$ cat src/rtl/hr_rate_monitor.sv
// Heart-rate monitor: range-checks bpm estimates, averages the last AVG_DEPTH accepted
// samples and classifies the average with hysteresis/confirmation. Option: HR_MON_REJECT_CNT_EN.
module hr_rate_monitor #(
   parameter int AVG_DEPTH   = 4,
   parameter int BRADY_LIMIT = 60,
   parameter int TACHY_LIMIT = 100,
   parameter int HYST        = 5,
   parameter int CONFIRM     = 3,
   parameter int MIN_BPM     = 30,
   parameter int MAX_BPM     = 220
) (
   input  logic        clk,
   input  logic        rst,
   input  logic [31:0] bpm_in,
   input  logic        bpm_valid,
   output logic [7:0]  avg_bpm,
   output logic        avg_valid,
   input  logic        avg_ready,
   output logic [1:0]  hr_class,
   output logic        alarm,
   output logic        overrun,
   output logic [7:0]  reject_cnt
);

   typedef enum logic [1:0] {
      CLS_NORMAL  = 2'b00,
      CLS_BRADY   = 2'b01,
      CLS_TACHY   = 2'b10,
      CLS_UNKNOWN = 2'b11
   } cls_t;

   localparam int SH     = $clog2(AVG_DEPTH);
   localparam int SUM_W  = 8 + SH;
   localparam int FILL_W = SH + 1;
   localparam int CNT_W  = $clog2(CONFIRM + 1);

   localparam logic [FILL_W-1:0] FILL_FULL  = FILL_W'(AVG_DEPTH);
   localparam logic [CNT_W-1:0]  CNT_DONE   = CNT_W'(CONFIRM);
   localparam logic [7:0]        BRADY_LO   = 8'(BRADY_LIMIT);
   localparam logic [7:0]        TACHY_HI   = 8'(TACHY_LIMIT);
   localparam logic [7:0]        BRADY_EXIT = 8'(BRADY_LIMIT + HYST);
   localparam logic [7:0]        TACHY_EXIT = 8'(TACHY_LIMIT - HYST);

   // ---------------- stage 0: sample capture and acceptance ----------------
   logic       acc_d;
   logic [7:0] val_d;
   logic       s0_acc;
   logic [7:0] s0_val;

`ifdef HR_MON_REJECT_CNT_EN
   localparam logic [31:0] MIN_W = 32'(MIN_BPM);
   localparam logic [31:0] MAX_W = 32'(MAX_BPM);
   logic rej_d;
   logic s0_rej;

   // The full 32-bit value is range-checked before anything is narrowed.
   always_comb begin
      acc_d = bpm_valid && (bpm_in >= MIN_W) && (bpm_in <= MAX_W);
      rej_d = bpm_valid && !acc_d;
      val_d = bpm_in[7:0];
   end

   always_ff @(posedge clk) begin
      if (!rst) begin
         s0_rej     <= 1'b0;
         reject_cnt <= '0;
      end else begin
         s0_rej <= rej_d;
         if (s0_rej && reject_cnt != 8'hFF)
            reject_cnt <= reject_cnt + 8'd1;
      end
   end
`else
   always_comb begin
      acc_d = bpm_valid;
      val_d = (bpm_in > 32'd255) ? 8'hFF : bpm_in[7:0];
   end

   assign reject_cnt = '0;
`endif

   // NOTE: state registers use non-blocking assignments so every flop samples pre-edge values.
   always_ff @(posedge clk) begin
      if (!rst) begin
         s0_acc <= 1'b0;
         s0_val <= '0;
      end else begin
         s0_acc <= acc_d;
         s0_val <= val_d;
      end
   end

   // ---------------- stage 1: ring buffer and running sum ----------------
   logic [7:0]        ring_q [AVG_DEPTH];
   logic [SH-1:0]     ptr_q;
   logic [SUM_W-1:0]  sum_q;
   logic [FILL_W-1:0] fill_q;
   logic [FILL_W-1:0] fill_nx;
   logic              s1_load;

   assign fill_nx = (fill_q == FILL_FULL) ? fill_q : fill_q + FILL_W'(1);

   // NOTE: the buffer is reset explicitly so history cannot leak across a reset.
   always_ff @(posedge clk) begin
      if (!rst) begin
         for (int i = 0; i < AVG_DEPTH; i++) ring_q[i] <= '0;
         ptr_q   <= '0;
         sum_q   <= '0;
         fill_q  <= '0;
         s1_load <= 1'b0;
      end else begin
         s1_load <= s0_acc && (fill_nx == FILL_FULL);
         if (s0_acc) begin
            ring_q[ptr_q] <= s0_val;
            sum_q         <= sum_q + SUM_W'(s0_val) - SUM_W'(ring_q[ptr_q]);
            ptr_q         <= ptr_q + SH'(1);
            fill_q        <= fill_nx;
         end
      end
   end

   // ---------------- stage 2: classification and output ----------------
   logic [7:0]       avg;
   cls_t             state_q, state_d, raw, cand, prev_q, prev_d;
   logic [CNT_W-1:0] cnt_q, cnt_d, cnt_inc;

   assign avg = sum_q[SUM_W-1:SH];

   // NOTE: every always_comb output gets a default first so no latch is inferred.
   always_comb begin
      state_d = state_q;
      cnt_d   = cnt_q;
      cnt_inc = '0;
      raw     = CLS_NORMAL;
      if (avg < BRADY_LO)
         raw = CLS_BRADY;
      else if (avg > TACHY_HI)
         raw = CLS_TACHY;

      // Leaving an alarm state needs the average to clear the limit by HYST.
      cand = raw;
      if (state_q == CLS_BRADY && avg < BRADY_EXIT) cand = CLS_BRADY;
      if (state_q == CLS_TACHY && avg > TACHY_EXIT) cand = CLS_TACHY;
      prev_d = cand;

      if (state_q == CLS_UNKNOWN) begin
         state_d = raw;
         cnt_d   = '0;
      end else if (cand == state_q) begin
         cnt_d = '0;
      end else begin
         cnt_inc = (cand == prev_q) ? cnt_q + CNT_W'(1) : CNT_W'(1);
         if (cnt_inc == CNT_DONE) begin
            state_d = cand;
            cnt_d   = '0;
         end else begin
            cnt_d = cnt_inc;
         end
      end
   end

   always_ff @(posedge clk) begin
      if (!rst) begin
         state_q   <= CLS_UNKNOWN;
         prev_q    <= CLS_NORMAL;
         cnt_q     <= '0;
         avg_bpm   <= '0;
         avg_valid <= 1'b0;
         alarm     <= 1'b0;
         overrun   <= 1'b0;
      end else if (s1_load) begin
         state_q   <= state_d;
         prev_q    <= prev_d;
         cnt_q     <= cnt_d;
         avg_bpm   <= avg;
         avg_valid <= 1'b1;
         alarm     <= (state_d == CLS_BRADY) || (state_d == CLS_TACHY);
         if (avg_valid && !avg_ready) overrun <= 1'b1;
      end else if (avg_valid && avg_ready) begin
         avg_valid <= 1'b0;
      end
   end

   assign hr_class = state_q;

endmodule

$ cat config.mk
export PLATFORM = sky130hd
export DESIGN_NAME = hr_rate_monitor
export DESIGN_NICKNAME = d
export VERILOG_FILES = /design/src/rtl/hr_rate_monitor.sv
export SDC_FILE = /design/constraint.sdc
export NUM_CORES = 1
export LEC_CHECK = 0
export BUFFER_PORTS_ARGS = -buffer_cell sky130_fd_sc_hd__buf_2
export CAP_MARGIN = 40
export CORE_ASPECT_RATIO = 0.7
export CORE_UTILIZATION = 30
export DETAILED_ROUTE_END_ITERATION = 7
export HOLD_SLACK_MARGIN = 0.06
export PLACE_DENSITY_LB_ADDON = 0.15
export SLEW_MARGIN = 5
export SYNTH_ARGS = -nofsm -noshare
export SYNTH_HDL_FRONTEND = slang
export SYNTH_SLANG_ARGS = --single-unit
$ cat constraint.sdc
create_clock -name clk -period 5.35 [get_ports clk]
set_input_delay 1.3375 -clock clk [delete_from_list [all_inputs] [get_ports clk]]
set_output_delay 1.3375 -clock clk [all_outputs]
set_load 0.1 [all_outputs]
==> out/results.tsv <==
stage	metric	value	unit
timing	report.final.hold_viol_count	0	
final_layout	n_antenna_cell	0	
worst_hold_path	worstHoldPathType	flip-flop to flip-flop	
worst_setup_path	worstSetupEndpointType	flip-flop	
clocking	post_cts_buffers	0	
worst_setup_path	crit_buf_inv	1	
final_layout	syn_to_final_growth	16.3	%
synthesis	syn_inst	398	
drt	drt_iter0_markers	145	
floorplanning	core_region_area	12700	um2
timing	fin_crit_sh	67.4	%
clocking	clockBufferDepth	2	
synthesis	netlist_area	4020	um2
floorplanning	die_h	98.8	um
synthesis	seq_area_frac_synth	45.8	%
final_layout	fill_cells	1277	
synthesis	yosys.area_share.simple	18.5	%
synthesis	synth.area.mux_share	8.25	%
clocking	post_cts_resized	0	
clocking	clk_latency	0.34	ns
worst_setup_path	crit_chain	mux4_2 > fa_1 > inv_1 > fa_1 > a21o_1 > a21oi_1 > nor2b_1 > o21a_1 > o41ai_1 > nand4_1 > o211ai_1	
grt	grt_overflow	0	
clocking	numCtsBuffers	9	
synthesis	synth-seq-cells	76	
worst_setup_path	cpLargestDelayFamily	compound AO/OA/AOI/OAI gates	
flow_run	drv_cap	0	
timing	slew_headroom	43.6	%
final_layout	nets	503	
worst_setup_path	path_max_fanout	8	
clocking	htree_levels	3	
floorplanning	io_pins	57	
drt	drtAntennaViolNets	0	
run_status	outcome	finished clean	
timing	fmax	277	MHz
drt	route.detailed.drc	0	
clocking	clk_pin_slew_worst_paths	0.06	ns
timing	setup-violations-final	0	
placement	dp_hpwl	6.65	mm
drt	viasPerCell	4.76	
grt	first_global_vias	2893	
synthesis	yosysTopAreaCell	edfxtp_1	
pwr	power.leakage	1.95	nW
timing	setup_ws	1.74	ns
clocking	cts_root_buffer	clkbuf_16	
floorplanning	num_rows	34	
worst_setup_path	cp.depth	11	
synthesis	synth_top_family_by_area	simple AND/OR/NAND/NOR gates	
timing	rsz0062_at_grt	no	
timing	fin_crit	3.61	ns
timing	worst_pin_slew	0.844	ns
drt	wl_per_cell	14.4	um
worst_setup_path	r2r-end	sum_q[8]$_SDFFE_PN0P_	
worst_hold_path	hold_depth	2	
worst_hold_path	min_from	overrun$_SDFFE_PN0P_	
synthesis	synth_fa_ha_area_share	8.66	%
synthesis	synth_cell_types	60	
final_layout	drive_above_1_share	18.5	%
pwr	p_per_area	361	nW/um2
drt	num_vias	2908	
pwr	switching_power	0.547	mW
floorplanning	fp.dieW	140	um
worst_setup_path	crit_path_frequent_cell	fa_1	
synthesis	yosysWarnings	0	
grt	grt_usage	13.9	%
floorplanning	die_area	13900	um2
synthesis	yosysTopAreaCellShare	23.9	%
pwr	p_clk_share	32.7	%
timing	slew_violations	0	
worst_hold_path	whs_endpoint	overrun$_SDFFE_PN0P_	
worst_setup_path	crit_slowest_cell	dfxtp_1	
synthesis	ys_async_sr_fraction	0	%
worst_setup_path	reg2reg_slack	1.74	ns
pwr	seq_power_share	40.6	%
pwr	pwr-share-comb	26.7	%
grt	grt_max_degree	26	
drt	drt_wl_total	8.80	mm
clocking	cts_tree	yes	
placement	place_congestion	0.802	
placement	pre_cts_ws	1.73	ns
synthesis	avgSynthCellArea	10.1	um2
worst_setup_path	r2r_cells	11	
worst_setup_path	cp.required	5.61	ns
timing	whs	0.467	ns
synthesis	ys.flop_type	dfxtp_1	
worst_setup_path	crit_type	flip-flop to flip-flop	
timing	setup_tns	0	ns
drt	drt_first_pass_iters	4	
clocking	clkSinkCount	76	
clocking	ctsHoldBuffers	0	
worst_setup_path	critPathLaunchType	flip-flop	
pwr	p_int	1.14	mW
worst_setup_path	critPathMaxStageDelay	0.66	ns
pwr	ir_drop	0.167	mV
grt	grt_pass1_wl	14.8	mm
timing	finClkSkew	0.00782	ns
placement	portBuffers	48	
synthesis	synthTopCellsByArea	edfxtp_1, dfxtp_1, nor2_1	
final_layout	stdcell_count	611	
synthesis	synth_compound_gate_area_share	9.41	%
synthesis	synth_edf_count	32	
synthesis	synth-xor-area-share	2.18	%
grt	grt_antenna_before_repair	0	
placement	dp_cells	595	
worst_setup_path	crit_arrival	3.87	ns
floorplanning	initial_core_util	31.6	%
pwr	swShare	32.4	%
## power by group through the flow
stage               Combinational [mW]  Clock [mW]  Sequential, mW
finish                           0.451       0.552           0.685
CTS                              0.453       0.571           0.684
global placement                 0.450           0           0.699
detailed placement               0.449           0           0.697
global route                     0.517       0.594           0.690
floorplan                        0.371           0           0.671
## how the worst max path moves through the flow
stage                                  to  slack (ns)
floorplan           sum_q[8]$_SDFFE_PN0P_        1.89
global placement    sum_q[8]$_SDFFE_PN0P_        1.80
detailed placement  sum_q[8]$_SDFFE_PN0P_        1.73
CTS                 sum_q[8]$_SDFFE_PN0P_        1.69
global route        sum_q[8]$_SDFFE_PN0P_        1.36
finish              sum_q[8]$_SDFFE_PN0P_        1.74
## cell type report
cell class	count	area, um2	share of cell area (%)
Multi-Input combinational cell	262	1920	41.1
Sequential cell	76	1840	39.4
Timing Repair Buffer	53	285	6.10
Clock buffer	10	229	4.90
Tap cell	162	203	4.34
Inverter	42	158	3.37
Clock inverter	6	38.8	0.830
## sequential cells by signal, summed over array words and instances, names as in the netlist, 3 cells and up, named ones only
name and count:
ring_q 32, fill_q 3, s0_val 8, sum_q 10, avg_bpm 8
## stage by stage
stage | total power, mW | instance area (um2) | util, %
3_5_place_dp | 1.15 | 4410 | 34.6
2_1_floorplan | 1.04 | 4040 | -
3_3_place_gp | 1.15 | 4390 | 34.5
6_report | 1.69 | 4670 | 36.8
4_1_cts | 1.71 | 4670 | 36.8
5_1_grt | 1.80 | 4670 | 36.8
## synth_stat cells (2+ instances only)
cell type	number
nor2_1	58
dfxtp_1	44
inv_1	40
edfxtp_1	32
and2_1	18
ha_1	15
nor4_1	15
clkbuf_1	14
mux2i_1	14
nand2_1	14
a21oi_1	11
nand3_1	10
buf_4	8
fa_1	8
mux4_2	8
o21ai_0	8
xnor2_1	7
nor3_1	6
nand2b_1	5
a31oi_1	4
a21o_1	3
and3_1	3
nand4_1	3
nor3b_1	3
o21a_1	3
xor2_1	3
a211oi_1	2
buf_1	2
nand4b_1	2
nor2b_1	2
o211ai_1	2
o21bai_1	2
or3_1	2
## placed cells by master, fill, tap and decap left out, types with 4 or more instances in the layout
cell type	count
and2_1	18
nand2b_1	5
nor3_1	6
buf_4	4
mux2i_1	14
xnor2_1	7
nand3_1	10
fa_1	8
nand2_1	14
conb_1	8
buf_2	48
nor4_1	15
dfxtp_1	44
a21oi_1	11
clkbuf_16	9
edfxtp_1	32
ha_1	15
inv_1	40
o21ai_0	8
mux4_2	8
a31oi_1	4
nor2_1	58
## per-layer routing
metal / wire (um) / vias up / part of all wire [%] / track usage (%)
li1: - / 1470 / - / -
met1: 4590 / 1361 / 52 / 20.3
met2: 3690 / 67 / 42 / 20.1
met3: 418 / 10 / 4.7 / 3.26
met4: 102 / 0 / 1.2 / 4.56
met5: 0 / - / 0 / 0
## worst min-delay path: stages (launching register included)
cell     delay [ns]
dfxtp_1        0.32
a21oi_1        0.04
nor2_1         0.07
## cell families (layout without fill, tap and decap cells)
logic type,after synthesis,in the layout
AOI/OAI and AO/OA,51,51
other,1,8
and+or+nand+nor,147,147
xor gates and xnor gates,10,10
buffers and inverters,67,111
DFF,76,76
adders and majority gates,23,23
muxes,23,23
Power figures use the tool's default switching activity.
